[config.mk]
export PLATFORM = sky130hd
export DESIGN_NAME = cache_2way_wb
export DESIGN_NICKNAME = d
export VERILOG_FILES = /design/src/rtl/cache_2way_wb.sv
export SDC_FILE = /design/constraint.sdc
export NUM_CORES = 1
export LEC_CHECK = 0
export ABC_AREA = 1
export CORE_ASPECT_RATIO = 1.5
export CORE_MARGIN = 1.5
export CORE_UTILIZATION = 42
export CTS_CLUSTER_DIAMETER = 80
export CTS_CLUSTER_SIZE = 24
export DETAILED_ROUTE_END_ITERATION = 8
export PLACE_DENSITY_LB_ADDON = 0.25
export SLEW_MARGIN = 20
export SYNTH_ARGS = -nofsm -noshare
export SYNTH_HDL_FRONTEND = slang
export SYNTH_SLANG_ARGS = --single-unit
[constraint.sdc]
create_clock -name clock -period 4.3 [get_ports clock]
set_input_delay 0.645 -clock clock [delete_from_list [all_inputs] [get_ports clock]]
set_output_delay 0.645 -clock clock [all_outputs]
set_load 0.01 [all_outputs]
[src/rtl/cache_2way_wb.sv]
// 2-way set-associative write-back/write-allocate cache, one word per line, LRU per set.
// Misses evict dirty victims (WB) before filling (FILL); both memory phases last MEMLAT cycles.
module cache_2way_wb #(
  parameter int NBITS  = 8,
  parameter int NA     = 6,
  parameter int SA     = 4,
  parameter int MEMLAT = 3
) (
  input  logic             clock,
  input  logic             reset,
  input  logic [NA-1:0]    Address,
  input  logic [NBITS-1:0] WriteData,
  output logic [NBITS-1:0] ReadData,
  input  logic             MemRead,
  input  logic             MemWrite,
  output logic             busy,
  output logic [NA-1:0]    memAddress,
  output logic [NBITS-1:0] memWriteData,
  input  logic [NBITS-1:0] memReadData,
  output logic             memMemRead,
  output logic             memMemWrite
);
  localparam int NS = 1 << SA;
  localparam int TW = NA - SA;
  localparam int CW = $clog2(MEMLAT + 1);
  localparam logic [CW-1:0] LAST = CW'(MEMLAT - 1);

  typedef enum logic [1:0] {IDLE, WB, FILL} state_t;

  state_t state_q, state_d;
  logic [CW-1:0] cnt_q, cnt_d;

  logic [NS-1:0][1:0][NBITS-1:0] data_q;
  logic [NS-1:0][1:0][TW-1:0]    tag_q;
  logic [NS-1:0][1:0]            valid_q, dirty_q;
  logic [NS-1:0]                 lru_q;

  logic [NA-1:0]    miss_addr_q, miss_addr_d;
  logic             victim_q, victim_d;
  logic [NA-1:0]    mem_addr_d;
  logic [NBITS-1:0] mem_wdata_d;
  logic             mem_rd_d, mem_wr_d, fill_done;

  logic [SA-1:0] set;
  logic [TW-1:0] tag;
  logic [1:0]    hit_w;
  logic          hit, hitway, req, vsel;

  assign set = Address[SA-1:0];
  assign tag = Address[NA-1:SA];

  for (genvar w = 0; w < 2; w++) begin : g_way
    assign hit_w[w] = valid_q[set][w] && (tag_q[set][w] == tag);
  end

  assign hit      = |hit_w;
  assign hitway   = hit_w[1];
  assign req      = MemRead | MemWrite;
  assign busy     = req && !(state_q == IDLE && hit);
  assign ReadData = hit ? data_q[set][hitway] : '0;
  // Invalid ways fill first (way 0 preferred); otherwise evict the LRU way.
  assign vsel     = !valid_q[set][0] ? 1'b0 : (!valid_q[set][1] ? 1'b1 : lru_q[set]);

  always_comb begin
    state_d     = state_q;
    cnt_d       = cnt_q;
    miss_addr_d = miss_addr_q;
    victim_d    = victim_q;
    mem_addr_d  = memAddress;
    mem_wdata_d = memWriteData;
    mem_rd_d    = memMemRead;
    mem_wr_d    = memMemWrite;
    fill_done   = 1'b0;
    case (state_q)
      IDLE: if (req && !hit) begin
        miss_addr_d = Address;
        victim_d    = vsel;
        cnt_d       = '0;
        if (valid_q[set][vsel] && dirty_q[set][vsel]) begin
          state_d     = WB;
          mem_addr_d  = {tag_q[set][vsel], set};
          mem_wdata_d = data_q[set][vsel];
          mem_wr_d    = 1'b1;
        end else begin
          state_d    = FILL;
          mem_addr_d = Address;
          mem_rd_d   = 1'b1;
        end
      end
      WB: if (cnt_q == LAST) begin
        state_d    = FILL;
        cnt_d      = '0;
        mem_wr_d   = 1'b0;
        mem_rd_d   = 1'b1;
        mem_addr_d = miss_addr_q;
      end else cnt_d = cnt_q + 1'b1;
      FILL: if (cnt_q == LAST) begin
        state_d   = IDLE;
        cnt_d     = '0;
        mem_rd_d  = 1'b0;
        fill_done = 1'b1;
      end else cnt_d = cnt_q + 1'b1;
      default: state_d = IDLE;
    endcase
  end

  always_ff @(posedge clock or posedge reset) begin
    if (reset) begin
      state_q      <= IDLE;
      cnt_q        <= '0;
      miss_addr_q  <= '0;
      victim_q     <= 1'b0;
      memAddress   <= '0;
      memWriteData <= '0;
      memMemRead   <= 1'b0;
      memMemWrite  <= 1'b0;
      valid_q      <= '0;
      dirty_q      <= '0;
      lru_q        <= '0;
    end else begin
      state_q      <= state_d;
      cnt_q        <= cnt_d;
      miss_addr_q  <= miss_addr_d;
      victim_q     <= victim_d;
      memAddress   <= mem_addr_d;
      memWriteData <= mem_wdata_d;
      memMemRead   <= mem_rd_d;
      memMemWrite  <= mem_wr_d;
      if (state_q == IDLE && req && hit) begin
        lru_q[set] <= ~hitway;
        if (MemWrite) dirty_q[set][hitway] <= 1'b1;
      end
      if (fill_done) begin
        valid_q[miss_addr_q[SA-1:0]][victim_q] <= 1'b1;
        dirty_q[miss_addr_q[SA-1:0]][victim_q] <= 1'b0;
      end
    end
  end

  // Data and tag arrays carry no reset; valid bits guard them.
  always_ff @(posedge clock) begin
    if (state_q == IDLE && MemWrite && hit) data_q[set][hitway] <= WriteData;
    if (fill_done) begin
      data_q[miss_addr_q[SA-1:0]][victim_q] <= memReadData;
      tag_q[miss_addr_q[SA-1:0]][victim_q]  <= miss_addr_q[NA-1:SA];
    end
  end
endmodule

==> summary.txt, run 1 <==
STA
  • Final setup violation count: 0
  • Relative slew slack: 0.301
  • Slew Viols, Final: 0
  • Max Clock Freq: 240 MHz
  • Clock skew: 43.5 ps
  • RSZ-0062 raised after global routing: false
  • Final Hold Fails: 0
  • Min Tclk post-route: 4170 ps
  • Setup TNS: 0 ps
  • Slew @ Worst Pin: 1050 ps
  • Fin crit share: 0.969

Synthesis
  • Synth Area per Inst: 6.90 sq um
  • Synth area leaders: dfxtp_1, nand2_1, dfrtp_1
  • Mapped Area: 22700 sq um
  • Top cells by count, synth: nand2_1, inv_1, dfxtp_1, nand3_1, nor2_1
  • Syn_nets: 3316
  • Synth area leader: dfxtp_1
  • Share of synthesized flip-flops with an asynchronous set or reset: 0.251
  • Register area share after synthesis: 0.429
  • #FFs+latches synth: 427
  • Yosys warns: 0
  • Top-count cell post-synth: nand2_1
  • Yosys top cell area share: 0.226
  • Yosys cell types: 40
  • EDFF count, synth: 64
  • Mapped Cells: 3286
  • Commonest register cell after synthesis: dfxtp_1

Die
  • # IOs: 51
  • Starting Density: 0.424
  • Core area: 53500 sq um
  • DIE AREA: 55400 sq um
  • DIE WIDTH: 193 um
  • Rows: 104
  • Die H: 288 um

Placed design
  • Port-buffer cells: 50
  • Post-DP HPWL: 62.7 mm
  • Final GP Congestion: 0.989
  • Post-Place Cell Area: 24300 sq um

Final layout
  • Reg area: 9730 sq um
  • Layout area overhead: 10.2%
  • Layout cells sized above 1: 0.0734
  • Filler cells: 5528
  • Layout Utilization: 0.467
  • Multi-input logic area: 10700 sq um
  • Final instance area: 25000 sq um
  • Final-stage net count: 3338

Clocking
  • Clk slew on worst S/H paths: 90 ps
  • Num CTS Buffers: 22
  • Max H-tree Level: 1
  • CTS Sinks: 427
  • Post-cts resize count: 0
  • Longest Clk Path Bufs: 3
  • Setup Buffers After CTS: 0
  • Skew-Pair Late Insertion Delay: 610 ps
  • Clock root cell: clkbuf_16
  • Hold-fix buffer count after cts: 0
  • CTS tree: done

Pwr
  • Sequential share of power: 0.503
  • Leakage power: 12.6 nW
  • Sw Pwr: 3.89 mW
  • Switch share: 0.361
  • P per Cell Area: 431 nW/um^2
  • Internal Power: 6.88 mW
  • Peak VDD IR: 436 uV
  • Clock power share: 0.226
  • Combinational share of power: 0.271

Route
  • Post-DRT Antenna Nets: 0
  • Routed len/inst: 22.1 um
  • Detailed Routing Iterations Pass 1: 6
  • Total wire length: 88.6 mm
  • Via density: 5.53
  • Remaining DRCs: 0
  • Vias: 22206
  • Iteration-0 DRC Markers: 2425

Setup path
  • CP max FO: 15
  • WP data required: 3650 ps
  • Setup CP Type: in -> out
  • Arrival time worst endpoint: 3520 ps
  • Crit Reg-Reg Startpoint: valid_q[0]
  • Startpoint Class: input pin
  • CP startpoint: Address[2]
  • Worst Setup End Kind: output pin

Hold path
  • Hold Path Class: reg -> reg
  • Worst Hold Launch: valid_q[8]

Global route
  • GRT Util Overall: 0.321
  • Global-route wire length before repair: 132 mm
  • Antenna violations before repair: 0
  • Largest net degree at the start of global routing: 61
  • Vias in the first global route: 20614
  • Total grt overflow: 0

Status
  • Outcome: finished clean

Job
  • Max-cap violations: 0
## per-layer routing
metal / GRT usage / vias to the layer above / wire length (um)
met5: 0 / - / 0
li1: - / 10530 / -
met3: 0.0423 / 322 / 7290
met2: 0.524 / 1122 / 40900
met1: 0.383 / 10232 / 32700
met4: 0.236 / 0 / 7800
## metrics by stage
step	setup WS [ps]	std cells	power [mW]	hold slack [ps]
4_1_cts	19.8	4012	10.7	458
6_report	135	4013	10.8	455
5_1_grt	60.3	4012	11.3	481
3_3_place_gp	23.2	3973	8.29	428
3_5_place_dp	45.3	3973	8.34	434
2_1_floorplan	838	3286	7.21	419
## logic make-up after synthesis
logic type,share of synthesized area
AOI/OAI and AO/OA,0.110
and+or+nand+nor,0.358
buffers and inverters,0.101
DFF,0.429
adders and majority gates,0.00221
## final timing paths
kind / to / slack (ps) / cells past startpoint
setup reg to reg: data_q[213] / 1110 / 17
min in group asynchronous: valid_q[18] / 530 / 2
max in group asynchronous: valid_q[1] / 2950 / 3
hold reg to reg: valid_q[8] / 450 / 2
setup / recovery: ReadData[1] / 130 / 10
hold / removal: valid_q[8] / 450 / 2
## flip-flops by register name, summed over array words and instances (netlist names), 2 cells and up
name          flops
data_q          256
tag_q            64
dirty_q          32
valid_q          32
lru_q            16
memWriteData      8
memAddress        6
miss_addr_q       6
cnt_q             2
state_q           2
## power by group through the flow
stage          logic (mW)  registers, mW  clock network, mW
4_1_cts              2.86           5.40               2.48
2_1_floorplan        1.90           5.31                  0
5_1_grt              3.24           5.50               2.61
3_5_place_dp         2.85           5.49                  0
6_report             2.91           5.42               2.44
3_3_place_gp         2.82           5.48                  0
## cells in the final DEF, fill, tap and decap left out, types with 4 or more instances in the layout
| cell | count |
|---|---|
| buf_4 | 118 |
| a21oi_1 | 51 |
| clkbuf_16 | 22 |
| nor2_8 | 11 |
| nor2_2 | 4 |
| nor2_1 | 155 |
| o22ai_1 | 12 |
| clkinv_1 | 20 |
| dfrtp_1 | 105 |
| inv_1 | 343 |
| edfxtp_1 | 64 |
| nand3_1 | 225 |
| nor2_4 | 6 |
| nor3_1 | 5 |
| o21ai_1 | 77 |
| buf_12 | 14 |
| nand4_1 | 90 |
| nand4_4 | 6 |
| nand2_1 | 1338 |
| nand2_2 | 12 |
| a22oi_1 | 112 |
| clkbuf_1 | 14 |
| o211ai_1 | 41 |
| clkdlybuf4s50_1 | 48 |
| o21a_1 | 9 |
| nand4_2 | 6 |
| or2_2 | 22 |
| o221ai_1 | 7 |
| dfxtp_1 | 256 |
| inv_2 | 10 |
| o21ai_0 | 96 |
## worst max-delay path, stage by stage
cell	delay (ps)
clkdlybuf4s50_1	550
nor2_2	360
buf_4	290
o21ai_0	140
nand2_1	100
nor2_1	70
nor2_2	160
nand3_4	180
a21oi_1	390
clkdlybuf4s50_1	620
## layout make-up
type                       count  share of cell area
tap                          689              0.0345
inverter                     374              0.0563
clock inverter                 3             0.00195
clock buffer                  36              0.0241
timing repair buffer         182              0.0666
antenna                        1            0.000100
multi-input combinational   2301               0.427
sequential                   427               0.389
(Power assumes the default switching activity.)
==> inputs of run 2 (changes only) <==
--- a/config.mk
+++ b/config.mk
@@ -12,6 +12,7 @@
 export CTS_CLUSTER_DIAMETER = 80
 export CTS_CLUSTER_SIZE = 24
 export DETAILED_ROUTE_END_ITERATION = 8
+export GPL_ROUTABILITY_DRIVEN = 0
 export PLACE_DENSITY_LB_ADDON = 0.25
 export SLEW_MARGIN = 20
 export SYNTH_ARGS = -nofsm -noshare
==> summary.txt, run 2 (synthesis gave the netlist of run 1 again) <==
Status
  • Outcome: finished clean

Setup path
  • Startpoint Class: input pin
  • Crit Reg-Reg Startpoint: valid_q[8]
  • WP data required: 3650 ps
  • Worst Setup End Kind: output pin
  • Worst R2R Path Depth: 16
  • R2r endpoint: data_q[215]
  • Crit-path slowest cell: clkdlybuf4s50_1
  • CP max stage delay: 620 ps
  • CP delay by family, top: buffers and inverters
  • CP startpoint: Address[2]
  • CP max FO: 20
  • Reg2Reg Setup Slack: 1130 ps
  • CP Buf/Inv Count: 4
  • Arrival time worst endpoint: 3460 ps
  • Setup CP Type: in -> out
  • Worst path cell trace: clkdlybuf4s50_1, inv_1, nor2_1, buf_4, o21ai_0, nand2_1, nor2_1, nor2_2, nand3_4, a21oi_1, clkdlybuf4s50_1

Global route
  • GRT Util Overall: 0.318
  • Global-route wire length before repair: 130 mm
  • Largest net degree at the start of global routing: 70
  • Total grt overflow: 0
  • Antenna violations before repair: 0
  • Vias in the first global route: 20267

Clocking
  • CTS Sinks: 427
  • Skew-Pair Late Insertion Delay: 580 ps
  • Setup Buffers After CTS: 0
  • Longest Clk Path Bufs: 3
  • Max H-tree Level: 1
  • Post-cts resize count: 0
  • Clk slew on worst S/H paths: 100 ps
  • Clock root cell: clkbuf_16
  • CTS tree: done
  • Num CTS Buffers: 21
  • Hold-fix buffer count after cts: 0

Hold path
  • Worst Hold Launch: valid_q[0]
  • Hold Path Class: reg -> reg
  • Hold Path Depth: 2
  • Worst Hold Path EP: valid_q[0]

Die
  • Starting Density: 0.424
  • # IOs: 51
  • Die H: 288 um
  • DIE AREA: 55400 sq um
  • Rows: 104
  • DIE WIDTH: 193 um
  • Core area: 53500 sq um

STA
  • Fin crit share: 0.955
  • RSZ-0062 raised after global routing: false
  • Min Tclk post-route: 4100 ps
  • Relative slew slack: 0.319
  • Final setup violation count: 0
  • Max Clock Freq: 244 MHz
  • Clock skew: 18.2 ps
  • Setup TNS: 0 ps
  • Slew @ Worst Pin: 1020 ps
  • Final Hold Fails: 0
  • Worst hold slack: 454 ps
  • Slew Viols, Final: 0

Final layout
  • Number of flip-flops in the largest register: 256
  • Layout cells sized above 1: 0.0717
  • Most frequent cells in the layout: nand2_1, inv_1, dfxtp_1, nand3_1, nor2_1
  • Layout area overhead: 9.87%
  • Filler cells: 5483
  • Most flop-heavy register: data_q
  • Final-stage net count: 3335
  • Final instance area: 24900 sq um
  • N_diodes: 0
  • Most common cell after layout, fill and taps aside: nand2_1

Placed design
  • Post-Place Cell Area: 24300 sq um
  • Post-DP HPWL: 62.4 mm
  • Port-buffer cells: 50

Route
  • Remaining DRCs: 0
  • Vias: 22323
  • Total wire length: 88.5 mm
  • Iteration-0 DRC Markers: 2671
  • Via density: 5.57
  • Detailed Routing Iterations Pass 1: 6
  • Post-DRT Antenna Nets: 0
  • Routed len/inst: 22.1 um

Job
  • Max-cap violations: 0

Pwr
  • Leakage power: 12.6 nW
  • P per Cell Area: 429 nW/um^2
  • Peak VDD IR: 387 uV
==> run 2: tightest hold or removal path: cells and delay by family, from the launching register on <==
kind | cells | cell delay, ps
DFF | 1 | 330
and+or+nand+nor | 1 | 50
buffers and inverters | 1 | 40
==> run 2: worst max path at each step <==
stage                  endpoint  slack (ps)  depth (start not counted)
floorplan              cnt_q[0]         840                          1
global placement    ReadData[5]          30                         12
detailed placement  ReadData[5]          30                         12
CTS                 ReadData[5]           8                         12
global route        ReadData[1]          50                         11
finish              ReadData[1]         200                         11
==> run 2: power breakdown <==
group | internal, mW | switching (mW)
clock network | 0.951 | 1.38
registers | 4.88 | 0.486
logic | 1.02 | 1.98
==> run 2: metrics by stage <==
step	instances	utilization	power, mW	setup WS (ps)
after floorplan	3286	-	7.21	838
after global placement	3971	0.455	8.34	26.1
after detailed placement	3971	0.455	8.37	34.4
after CTS	4008	0.466	10.6	8.04
after global routing	4008	0.466	11.2	45.1
final	4008	0.466	10.7	196
==> run 2: area by class of cell <==
cell class,count,area (sq um),area share
Tap cell,689,862,0.0346
Clock inverter,1,5.00,0.000201
Multi-Input combinational cell,2301,10700,0.428
Inverter,374,1410,0.0565
Sequential cell,427,9730,0.390
Clock buffer,36,592,0.0238
Timing Repair Buffer,180,1650,0.0662
==> run 2: routing by layer <==
metal	global-route usage	vias to the layer above	routed length [um]
met3	0.0396	326	6900
met1	0.377	10293	32600
met2	0.523	1149	41400
met5	0	-	0
met4	0.235	0	7610
li1	-	10555	-
